<file path="src/rtl/id_ex_stage.sv">
// ID/EX pipeline register with ALU-control decode, EX/MEM and MEM/WB operand
// forwarding, load-use hazard detection and branch flush.
module id_ex_stage #(
   parameter int DW = 32,
   parameter int RW = 5
) (
   input  logic          clk_i,
   input  logic          rst_n_i,
   input  logic          flush_i,
   input  logic          id_valid_i,
   input  logic [DW-1:0] id_rsData_i,
   input  logic [DW-1:0] id_rtData_i,
   input  logic [DW-1:0] id_imm_i,
   input  logic [RW-1:0] id_rs_i,
   input  logic [RW-1:0] id_rt_i,
   input  logic [RW-1:0] id_rd_i,
   input  logic [1:0]    id_aluOp_i,
   input  logic [5:0]    id_funct_i,
   input  logic [6:0]    id_ctrl_i,
   input  logic          exm_regWrite_i,
   input  logic [RW-1:0] exm_rd_i,
   input  logic [DW-1:0] exm_result_i,
   input  logic          mwb_regWrite_i,
   input  logic [RW-1:0] mwb_rd_i,
   input  logic [DW-1:0] mwb_data_i,
   output logic          stall_o,
   output logic          ex_valid_o,
   output logic [DW-1:0] ex_in1_o,
   output logic [DW-1:0] ex_in2_o,
   output logic [2:0]    ex_aluControl_o,
   output logic [DW-1:0] ex_storeData_o,
   output logic [RW-1:0] ex_destReg_o,
   output logic [4:0]    ex_ctrl_o
);

   localparam logic [2:0] ALU_ADD = 3'b010;
   localparam logic [2:0] ALU_SUB = 3'b110;
   localparam logic [2:0] ALU_AND = 3'b000;
   localparam logic [2:0] ALU_OR  = 3'b001;
   localparam logic [2:0] ALU_SLT = 3'b111;

   // id_ctrl_i = {aluSrc, regDst, regWrite, memRead, memWrite, memToReg, branch}
   localparam int C_ALUSRC = 6;
   localparam int C_REGDST = 5;
   localparam int X_MEMRD  = 3;   // memRead position within the 5-bit EX control

   typedef struct packed {
      logic          valid;
      logic          aluSrc;
      logic [4:0]    ctrl;
      logic [2:0]    aluCtl;
      logic [RW-1:0] rs;
      logic [RW-1:0] rt;
      logic [RW-1:0] destReg;
      logic [DW-1:0] rsData;
      logic [DW-1:0] rtData;
      logic [DW-1:0] imm;
   } idex_t;

   idex_t         idex_d, idex_q;
   logic [2:0]    alu_dec;
   logic [DW-1:0] fwd_a, fwd_b;

   always_comb begin
      alu_dec = ALU_ADD;
      unique case (id_aluOp_i)
         2'b01:   alu_dec = ALU_SUB;
         2'b10: begin
            unique case (id_funct_i)
               6'b100010: alu_dec = ALU_SUB;
               6'b100100: alu_dec = ALU_AND;
               6'b100101: alu_dec = ALU_OR;
               6'b101010: alu_dec = ALU_SLT;
               default:   alu_dec = ALU_ADD;
            endcase
         end
         default: alu_dec = ALU_ADD;
      endcase
   end

   // Load-use: the consumer in ID must wait one cycle for the load data.
   assign stall_o = id_valid_i & idex_q.valid & idex_q.ctrl[X_MEMRD]
                  & (idex_q.destReg != '0)
                  & ((idex_q.destReg == id_rs_i) | (idex_q.destReg == id_rt_i));

   always_comb begin
      idex_d = '0;
      if (!(flush_i | stall_o)) begin
         idex_d.valid   = id_valid_i;
         idex_d.aluSrc  = id_ctrl_i[C_ALUSRC];
         idex_d.ctrl    = id_valid_i ? id_ctrl_i[4:0] : 5'b0;
         idex_d.aluCtl  = alu_dec;
         idex_d.rs      = id_rs_i;
         idex_d.rt      = id_rt_i;
         idex_d.destReg = id_ctrl_i[C_REGDST] ? id_rd_i : id_rt_i;
         idex_d.rsData  = id_rsData_i;
         idex_d.rtData  = id_rtData_i;
         idex_d.imm     = id_imm_i;
      end
   end

   always_ff @(posedge clk_i) begin
      if (!rst_n_i) idex_q <= '0;
      else          idex_q <= idex_d;
   end

   // EX/MEM is the younger producer, so it takes precedence over MEM/WB.
   function automatic logic [DW-1:0] fwd(input logic [RW-1:0] r,
                                         input logic [DW-1:0] rf);
      if (exm_regWrite_i && exm_rd_i != '0 && exm_rd_i == r)      return exm_result_i;
      else if (mwb_regWrite_i && mwb_rd_i != '0 && mwb_rd_i == r) return mwb_data_i;
      else                                                        return rf;
   endfunction

   assign fwd_a = fwd(idex_q.rs, idex_q.rsData);
   assign fwd_b = fwd(idex_q.rt, idex_q.rtData);

   assign ex_valid_o      = idex_q.valid;
   assign ex_in1_o        = fwd_a;
   assign ex_in2_o        = idex_q.aluSrc ? idex_q.imm : fwd_b;
   assign ex_storeData_o  = fwd_b;
   assign ex_aluControl_o = idex_q.aluCtl;
   assign ex_destReg_o    = idex_q.destReg;
   assign ex_ctrl_o       = idex_q.ctrl;

endmodule

</file>
<file path="config.mk">
export PLATFORM = sky130hd
export DESIGN_NAME = id_ex_stage
export DESIGN_NICKNAME = d
export VERILOG_FILES = /design/src/rtl/id_ex_stage.sv
export SDC_FILE = /design/constraint.sdc
export NUM_CORES = 1
export LEC_CHECK = 0
export CORE_MARGIN = 4
export CORE_UTILIZATION = 35
export DETAILED_ROUTE_END_ITERATION = 6
export PLACE_DENSITY = 0.87
export SLEW_MARGIN = 0
export SYNTH_ARGS = -nofsm -noshare
export SYNTH_HDL_FRONTEND = slang
export SYNTH_SLANG_ARGS = --single-unit
</file>
<file path="constraint.sdc">
create_clock -name clk_i -period 2.1 [get_ports clk_i]
set_clock_uncertainty 0.1 [all_clocks]
set_input_delay 0.21 -clock clk_i [delete_from_list [all_inputs] [get_ports clk_i]]
set_output_delay 0.21 -clock clk_i [all_outputs]
set_load 0.02 [all_outputs]
</file>
Yosys cells after proc, flatten, opt, wreduce, memory -nomap -nowiden
Index checks and enable logic that the tools add are counted.

word-level totals
  register bits = 121
  logic and storage cells = 49
  output and inout port bits = 111
  input bits = 206

operators by class
  equal/unequal tests = 12
  reductions and logical operators = 11
  muxes and demuxes = 8
  bitwise gates (word level) = 8

operators with widths
  cell                                            number
  two-way mux 32 bit                              5
  == test 5 bit                                   6
  == test 6 bit (second input constant)           4
  nonzero test 5 bit                              3
  one-hot mux 3 bit (4 select lines)              1
  logical AND 1 bit                               6
  one-hot mux 3 bit (2 select lines)              1
  two-way mux 5 bit                               1
  AND 1 bit                                       4
  OR reduction 3 bit                              1
  == test 2 x 1 -> 1 bit (second input constant)  1
  == test 2 bit (second input constant)           1
  NOT 1 bit                                       2
  OR 1 bit                                        2
  OR reduction 2 bit                              1

Longest topological paths before layout
Gate-level depths: netlist of the first run.

  word-level depth = 6
  depth in mapped cells = 7
  mapped depth without buffers = 5

Worst setup path before layout of the first run
OpenSTA, ideal clock, no wires.

  path kind = flip-flop to output port
  start point = register idex_q[101] (netlist bit)
  end point = output ex_in2_o[12]
  data required time = 1,790 ps
  buffers on the path = 2
  cell stages (with the launch flop) = 8
  data arrival time = 2,217 ps
  path slack = -427 ps
  cells stage by stage = dfxtp_1 xor2_1 or4b_1 clkbuf_1 buf_2 nor4b_2 a211oi_2 o31ai_1

between the ends
  word-level cells in the longest chain between the ends = 5
  elaborated cells between the ends (all ways) = 7
  those cells by class = 2 x eq/ne; 3 x mux; 2 x reduce/logical

ends and longest elaborated chain
  what                    RTL line  RTL
  from (decl)             60        idex_t idex_d, idex_q;
  from (signal assigned)  104       else idex_q <= idex_d;
  == test 5 bit           111       else if (mwb_regWrite_i && mwb_rd_i != '0 && mwb_rd_i == r) return mwb_data_i;
  logical AND 1 bit       111
  two-way mux 32 bit      111
  two-way mux 32 bit *    110       if (exm_regWrite_i && exm_rd_i != '0 && exm_rd_i == r) return exm_result_i;
  two-way mux 32 bit *    120       assign ex_in2_o = idex_q.aluSrc ? idex_q.imm : fwd_b;
  to (decl)               29        output logic [DW-1:0] ex_in2_o,

Mark *: on every way between the ends. The rest lies on a longest branch, timed or not.

Final worst setup path of the first run
  start point = register idex_q[105] (netlist bit)
  end point = output ex_in2_o[29]

The elaborated chain is that of the path after synthesis.

==> impl_results.md, run 1 <==
* GR Overflow Total at 0
* Clk pin slew, worst setup/hold paths at about 0.060 ns
* Pin count of the biggest net entering global routing at 60
* Most frequent cells in the layout: clkdlybuf4s50_1 (210), dfxtp_1 (113), and2_1 (108)
* Drt first pass iters at 5
* Met1 WL at ~11000 µm
* Num ports at ~320
* Synth warn at 0
* First-pass GRT wire length at between 40000 and 50000 µm
* Antenna violations before repair at 2
* Hold Crit Class: input port to flop
* Post-route clock period utilization at 1.39
* FF-to-FF Start: ex_destReg_o[0]
* Sw Ratio at 0.285
* Flops & latches, synth at about 120
* Fin. Hold Viols at 0
* Crit Reg-Reg Endpoint: idex_q[5]
* Pleak at 5.00 nW
* WL met3 at ~2200 µm
* Clk sinks at 121
* Hpwl dp at between 15000 and 20000 µm
* Synthesis-to-finish area growth at 110%
* Synth Area per Inst at roughly 8.7 µm²
* Part of the Yosys area used for sequential elements at 0.393
* Failing checks: setup timing
* Fin util at 0.747
* Slew HR at 0.739
* Setup slack, reg-to-reg at between 0.15 and 0.2 ns
* Most common cell after layout, fill and taps aside: clkdlybuf4s50_1
* Mapped cell area at 6170 µm²
* Post-route minimum period at 2.92 ns
* IR drop worst, VDD at between 0.0005 and 0.0006 V
* RSZ-0062 raised after global routing: true
* Pwr Density at 572 nW/µm²
* GRT Resource Usage Total at 0.273
* Synth unique cells at between 40 and 50
* Post-synth EDFFs at 0
* CTS Buf Count at 17
* Hold EP: idex_q[68]
* WL/cell at approximately 23 µm
* Clock Power Share at 0.416
* PortBufs at roughly 320
* Starting density of the core at 0.357
* Highest metal used: met4
* Setup violators final at 96
* Clk buf depth at 2
* Seq pwr share at 0.331
* Startpoint types: flop
* Design Power at 7.40 mW
* Int Power at about 5.3 mW
* Core Area at about 17000 µm²
* WL met2 at about 16000 µm
* Comb power frac at 0.252
* Horiz. Die Dim at about 140 µm
* Critical path arrival at between 2 and 3 ns
* Via density per instance at ~5.4
* Total number of vias at between 7000 and 8000
* Synth Instances at slightly above 700
* Design area at 12900 µm²
* Die area at roughly 20000 µm²
* TritonCTS clock tree: done
* Final Net Count at ~1300
* DIE HEIGHT at around 140 µm
* Setup Crit Path Kind: flop to output port
* Status: complete, but fails checks
* Hold path depth at 2
* WP data required at roughly 1.8 ns
* WL final at 30400 µm
* Clk_lat worst skew at 0.41 ns
* Worst r2r path cells at 6
* Share of layout cells above drive strength 1 at 0.426
* Cell Area, Placed at ~11000 µm²
* Psw at between 2 and 2.5 mW
* Number of global-route vias before repair at 7578
* Root Buffer: clkbuf_16
* Slew Viols, Final at 0
* Hold_sp: id_rsData_i[4]
* PnR worst setup slack at -0.815 ns
* Asr flop ratio synth at 0
* Max_cap viols at 0
* Final antenna-violating net count at 0
* Post-synth top flop: dfxtp_1
* Row cnt at 48
* Post-CTS Hold Fix Bufs at 0
* Fmax at between 300 and 400 MHz
* DRC at 0
* DRT iter0 DRCs at 436
* CP Capture Type: output port
* Worst slew pin tran at 0.388 ns
* Crit-path max FO at 3
* Syn_nets at 915
* H-tree depth at 4
* Gp weighted congestion at 0.871
==> cells in the mapped netlist, types with 3 or more instances <==
master / instances / area [µm²]
dfxtp_1: 121 / 2420
and2_1: 109 / 682
nor2_1: 51 / 191
clkbuf_1: 47 / 176
mux2i_1: 37 / 370
nand2_1: 33 / 124
a21oi_1: 32 / 160
o31ai_1: 32 / 240
nor3_1: 30 / 150
nand3_1: 29 / 145
a31oi_1: 26 / 163
nor4_1: 26 / 163
mux2_2: 22 / 248
xor2_1: 19 / 166
buf_2: 14 / 70.1
buf_4: 13 / 97.6
xnor2_1: 11 / 96.3
a211oi_2: 6 / 75.1
nor2b_1: 6 / 37.5
nor4b_2: 6 / 90.1
and3_1: 5 / 31.3
inv_1: 4 / 15.0
mux2_1: 4 / 45.0
nand4_1: 3 / 18.8
==> state kept, by name, indices dropped and copies added, names as in the netlist <==
register / flops
idex_q: 107
ex_ctrl_o: 5
ex_destReg_o: 5
ex_aluControl_o: 3
ex_valid_o: 1
==> power by group through the flow <==
stage          logic (mW)  clock network [mW]  registers (mW)
6_report             1.87                3.08            2.45
5_1_grt              1.95                3.22            2.46
4_1_cts              1.72                3.11            2.44
3_5_place_dp         1.64                   0            2.48
3_3_place_gp         1.61                   0            2.48
2_1_floorplan       0.721                   0            2.47
==> critical path, cell delays in order, from the launching register on <==
cell	delay (ns)
dfxtp_2	0.33
xor2_2	0.15
or4b_4	0.60
or3_4	0.38
buf_6	0.15
a211oi_4	0.24
buf_4	0.16
o31ai_4	0.05
buf_6	0.14
==> kinds of logic after synthesis <==
kind of cell	share of synthesized area
compound gates	0.115
xor+xnor	0.0426
fa+ha+maj	0.00406
buf+inv	0.0588
flops	0.393
mux	0.108
simple gates	0.280
==> final cells by class <==
type                    count  area, µm²
repair buffers            448       4660
clock inverters            15        189
well taps                 225        282
inverters                   4       15.0
fillers                  1104       4370
clock buffers              17        425
diodes                      3       7.51
flip-flops and latches    121       2430
multi-input cells         507       4920
==> how the worst max path moves through the flow <==
stage	start	end	slack (ns)	cells past startpoint
6_report	idex_q[105]	ex_in2_o[29]	-0.82	8
5_1_grt	idex_q[104]	ex_in2_o[15]	-0.89	8
4_1_cts	idex_q[101]	ex_in2_o[29]	-0.96	8
3_5_place_dp	mwb_rd_i[0]	ex_in2_o[12]	-1.51	8
3_3_place_gp	mwb_rd_i[0]	ex_in2_o[24]	-1.46	8
2_1_floorplan	idex_q[102]	ex_in2_o[26]	-0.28	7
==> metrics by stage <==
step	setup WS (ns)	instances	TNS, ns	hold slack [ns]
final	-0.815	1340	-54.11	0.253
after floorplan	-0.280	707	-9.53	0.232
after global placement	-1.46	1249	-125.68	0.676
after detailed placement	-1.51	1249	-130.56	0.679
after global routing	-0.888	1339	-60.77	0.243
after CTS	-0.959	1326	-60.98	0.236
==> timing repair <==
action                                 in CTS  in global routing
cloned                                      5                  5
endpoints found under the hold margin       0                  0
setup endpoints to repair                  97                 98
pin swaps                                  29                 36
setup buffers                              40                 17
resized for setup                         544                170
==> per-layer routing <==
layer	GRT usage	up-vias
li1	-	3260
met1	0.286	3495
met2	0.512	373
met3	0.0712	80
met4	0.118	0
met5	0	-
No activity file was read; power rests on OpenSTA's default activity.
==> run 2: changes to the inputs <==
--- a/config.mk
+++ b/config.mk
@@ -8,7 +8,9 @@
 export CORE_MARGIN = 4
 export CORE_UTILIZATION = 35
 export DETAILED_ROUTE_END_ITERATION = 6
+export HOLD_SLACK_MARGIN = 0.08
 export PLACE_DENSITY = 0.87
+export SKIP_LAST_GASP = 1
 export SLEW_MARGIN = 0
 export SYNTH_ARGS = -nofsm -noshare
 export SYNTH_HDL_FRONTEND = slang
==> run 2 against run 1 <==
  * Global-route usage decreased by 0.26 points
  * Flip-flop and latch count unchanged
  * Non-clock buffer count increased by 7
  * Highest routed layer unchanged
  * Largest cell class unchanged
  * Combinational power decreased by 3%
  * Register-to-register slack about the same
  * The flow still finishes with violations (setup timing)
  * Clock power about the same
  * Routed wire length decreased by 3.7%
  * Sequential power about the same
  * Worst setup slack got worse by 0.025 ns
  * Cell count increased by 0.52%
  * Total power decreased by 1.0%
==> impl_results.md, run 2 (synthesized netlist as in run 1, its figures left out) <==
* Status: complete, but fails checks (unchanged)
* Failing checks: setup timing (unchanged)
* Clk pin slew, worst setup/hold paths at 0.06 ns (about the same)
* WL met3 at 2270 µm (was 2170 µm)
* Clk sinks at 121 (unchanged)
* Max reg flops at 107 (unchanged)
* Pwr Density at 574 nW/µm² (was 572 nW/µm²)
* Most frequent cells in the layout: clkdlybuf4s50_1 (212), dfxtp_1 (112), and2_1 (108) (was clkdlybuf4s50_1 (210), dfxtp_1 (113), and2_1 (108))
* Worst r2r path cells at 6 (unchanged)
* First-pass GRT wire length at 41700 µm (was 42100 µm)
* Starting density of the core at 0.357 (unchanged)
* DIE HEIGHT at 141 µm (unchanged)
* Design Power at 7.32 mW (was 7.40 mW)
* Slew HR at 0.735 (was 0.739)
* Final setup TNS at -59.99 ns (was -54.11 ns)
* Post-route clock period utilization at 1.40 (was 1.39)
* Fmax at 340 MHz (was 343 MHz)
* Fin util at 0.737 (was 0.747)
* Slew Viols, Final at 0 (unchanged)
* Num ports at 317 (unchanged)
* Antenna violations before repair at 2 (unchanged)
* Crit Reg-Reg Endpoint: idex_q[27] (was idex_q[5])
* Pin count of the biggest net entering global routing at 60 (unchanged)
* Place WS at -1.51 ns (unchanged)
* Core Area at 17300 µm² (unchanged)
* Top reg by flops: idex_q (unchanged)
* Fill count at 1130 (was 1104)
* Startpoint types: flop (unchanged)
* Horiz. Die Dim at 141 µm (unchanged)
* GRT Resource Usage Total at 0.271 (was 0.273)
* DRC at 0 (unchanged)
* H-tree depth at 4 (unchanged)
* Hold slack at 0.248 ns (was 0.253 ns)
* DRT iter0 DRCs at 341 (was 436)
* Max_cap viols at 0 (unchanged)
* Setup Crit Path Kind: flop to output port (unchanged)
* Hold_sp: id_rtData_i[18] (was id_rsData_i[4])
* Total number of vias at 7142 (was 7208)
* Clk_lat worst skew at 0.42 ns (was 0.41 ns)
* CTS Buf Count at 17 (unchanged)
* Met1 WL at 10700 µm (was 11100 µm)
* FF-to-FF Start: ex_destReg_o[0] (unchanged)
* Via density per instance at 5.30 (was 5.38)
* Number of global-route vias before repair at 7496 (was 7578)
* Hold Crit Class: input port to flop (unchanged)
* Synthesis-to-finish area growth at 107% (was 110%)
* TritonCTS clock tree: done (unchanged)
* Share of layout cells above drive strength 1 at 0.425 (was 0.426)
* WL final at 29200 µm (was 30400 µm)
* Clk buf depth at 2 (unchanged)
* WP data required at 1.79 ns (about the same)
* Row cnt at 48 (unchanged)
* Drt first pass iters at 5 (unchanged)
* Hpwl dp at 19200 µm (unchanged)
* Highest metal used: met4 (unchanged)
* Setup violators final at 96 (unchanged)
* PortBufs at 316 (unchanged)
* GR Overflow Total at 0 (unchanged)
* Critical path arrival at 2.63 ns (was 2.61 ns)
* Die area at 19800 µm² (unchanged)
* Post-CTS Hold Fix Bufs at 0 (unchanged)
* Hold EP: idex_q[50] (was idex_q[68])
* Most common cell after layout, fill and taps aside: clkdlybuf4s50_1 (unchanged)
* Final Net Count at 1314 (was 1307)
* WL met2 at 15000 µm (was 15900 µm)
* Pleak at 4.93 nW (was 5.00 nW)
* Crit-path max FO at 16 (was 3)
* Gp weighted congestion at 0.871 (unchanged)
* Worst slew pin tran at 0.395 ns (was 0.388 ns)
* Setup slack, reg-to-reg at 0.17 ns (was 0.16 ns)
* Final antenna-violating net count at 0 (unchanged)
* Hold path depth at 2 (unchanged)
* CP Capture Type: output port (unchanged)
* WL/cell at 21.7 µm (was 22.6 µm)
* PnR worst setup slack at -0.840 ns (was -0.815 ns)
* Post-route minimum period at 2.94 ns (was 2.92 ns)
* Fin. Hold Viols at 0 (unchanged)
* Root Buffer: clkbuf_16 (unchanged)
* RSZ-0062 raised after global routing: true (unchanged)
* IR drop worst, VDD at 0.000554 V (was 0.000544 V)
-- run 2: cell count changes in the layout (fill, tap and decap cells not counted), sizes merged --
cell,before,now
buf,225,202
dlygate4sd2,6,12
clkdlybuf4s15,1,23
dlymetal6s2s,2,0
clkdlybuf4s50,210,212
clkbuf,20,22
-- run 2: cell type report --
class                   instances  area, µm²  area share
well taps                     225        282      0.0221
repair buffers                455       4640       0.364
clock buffers                  17        425      0.0334
diodes                          3       7.51    0.000589
flip-flops and latches        121       2440       0.191
inverters                       4       15.0     0.00118
multi-input cells             507       4750       0.373
clock inverters                15        189      0.0148
-- run 2: repair_timing --
| item | CTS | global route |
|---|---|---|
| hold endpoints to repair | 0 | 0 |
| setup endpoints to repair | 97 | 98 |
| pin swaps | 28 | 33 |
| buffers inserted | 40 | 23 |
| resized for setup | 456 | 156 |
| gates cloned | 5 | 4 |
-- run 2: how the worst max path moves through the flow --
stage	startpoint	end	slack, ns
2_1_floorplan	idex_q[102]	ex_in2_o[26]	-0.28
3_3_place_gp	mwb_rd_i[0]	ex_in2_o[24]	-1.46
3_5_place_dp	mwb_rd_i[0]	ex_in2_o[12]	-1.51
4_1_cts	idex_q[101]	ex_in2_o[29]	-0.96
5_1_grt	idex_q[105]	ex_in2_o[21]	-0.90
6_report	idex_q[105]	ex_in2_o[21]	-0.84
-- run 2: power by group --
part / internal [mW] / switching (mW)
Combinational: 0.978 / 0.828
Clock: 1.89 / 1.18
Sequential: 2.39 / 0.0571
-- run 2: routing by layer --
metal	GRT usage	vias to the layer above
li1	-	3268
met1	0.284	3442
met2	0.499	348
met3	0.0821	84
met4	0.117	0
met5	0	-
-- run 2: through the flow --
step	std cells	cell area, µm²
floorplan	707	6920
global placement	1249	10800
detailed placement	1249	10800
CTS	1326	12100
global route	1346	12700
finish	1347	12700
-- run 2: critical path, stage by stage, from the launching register on --
cell,delay (ns)
dfxtp_2,0.33
xor2_2,0.14
or4b_4,0.60
buf_12,0.19
buf_4,0.15
o31ai_4,0.20
a31oi_2,0.13
mux2_4,0.28
buf_2,0.17
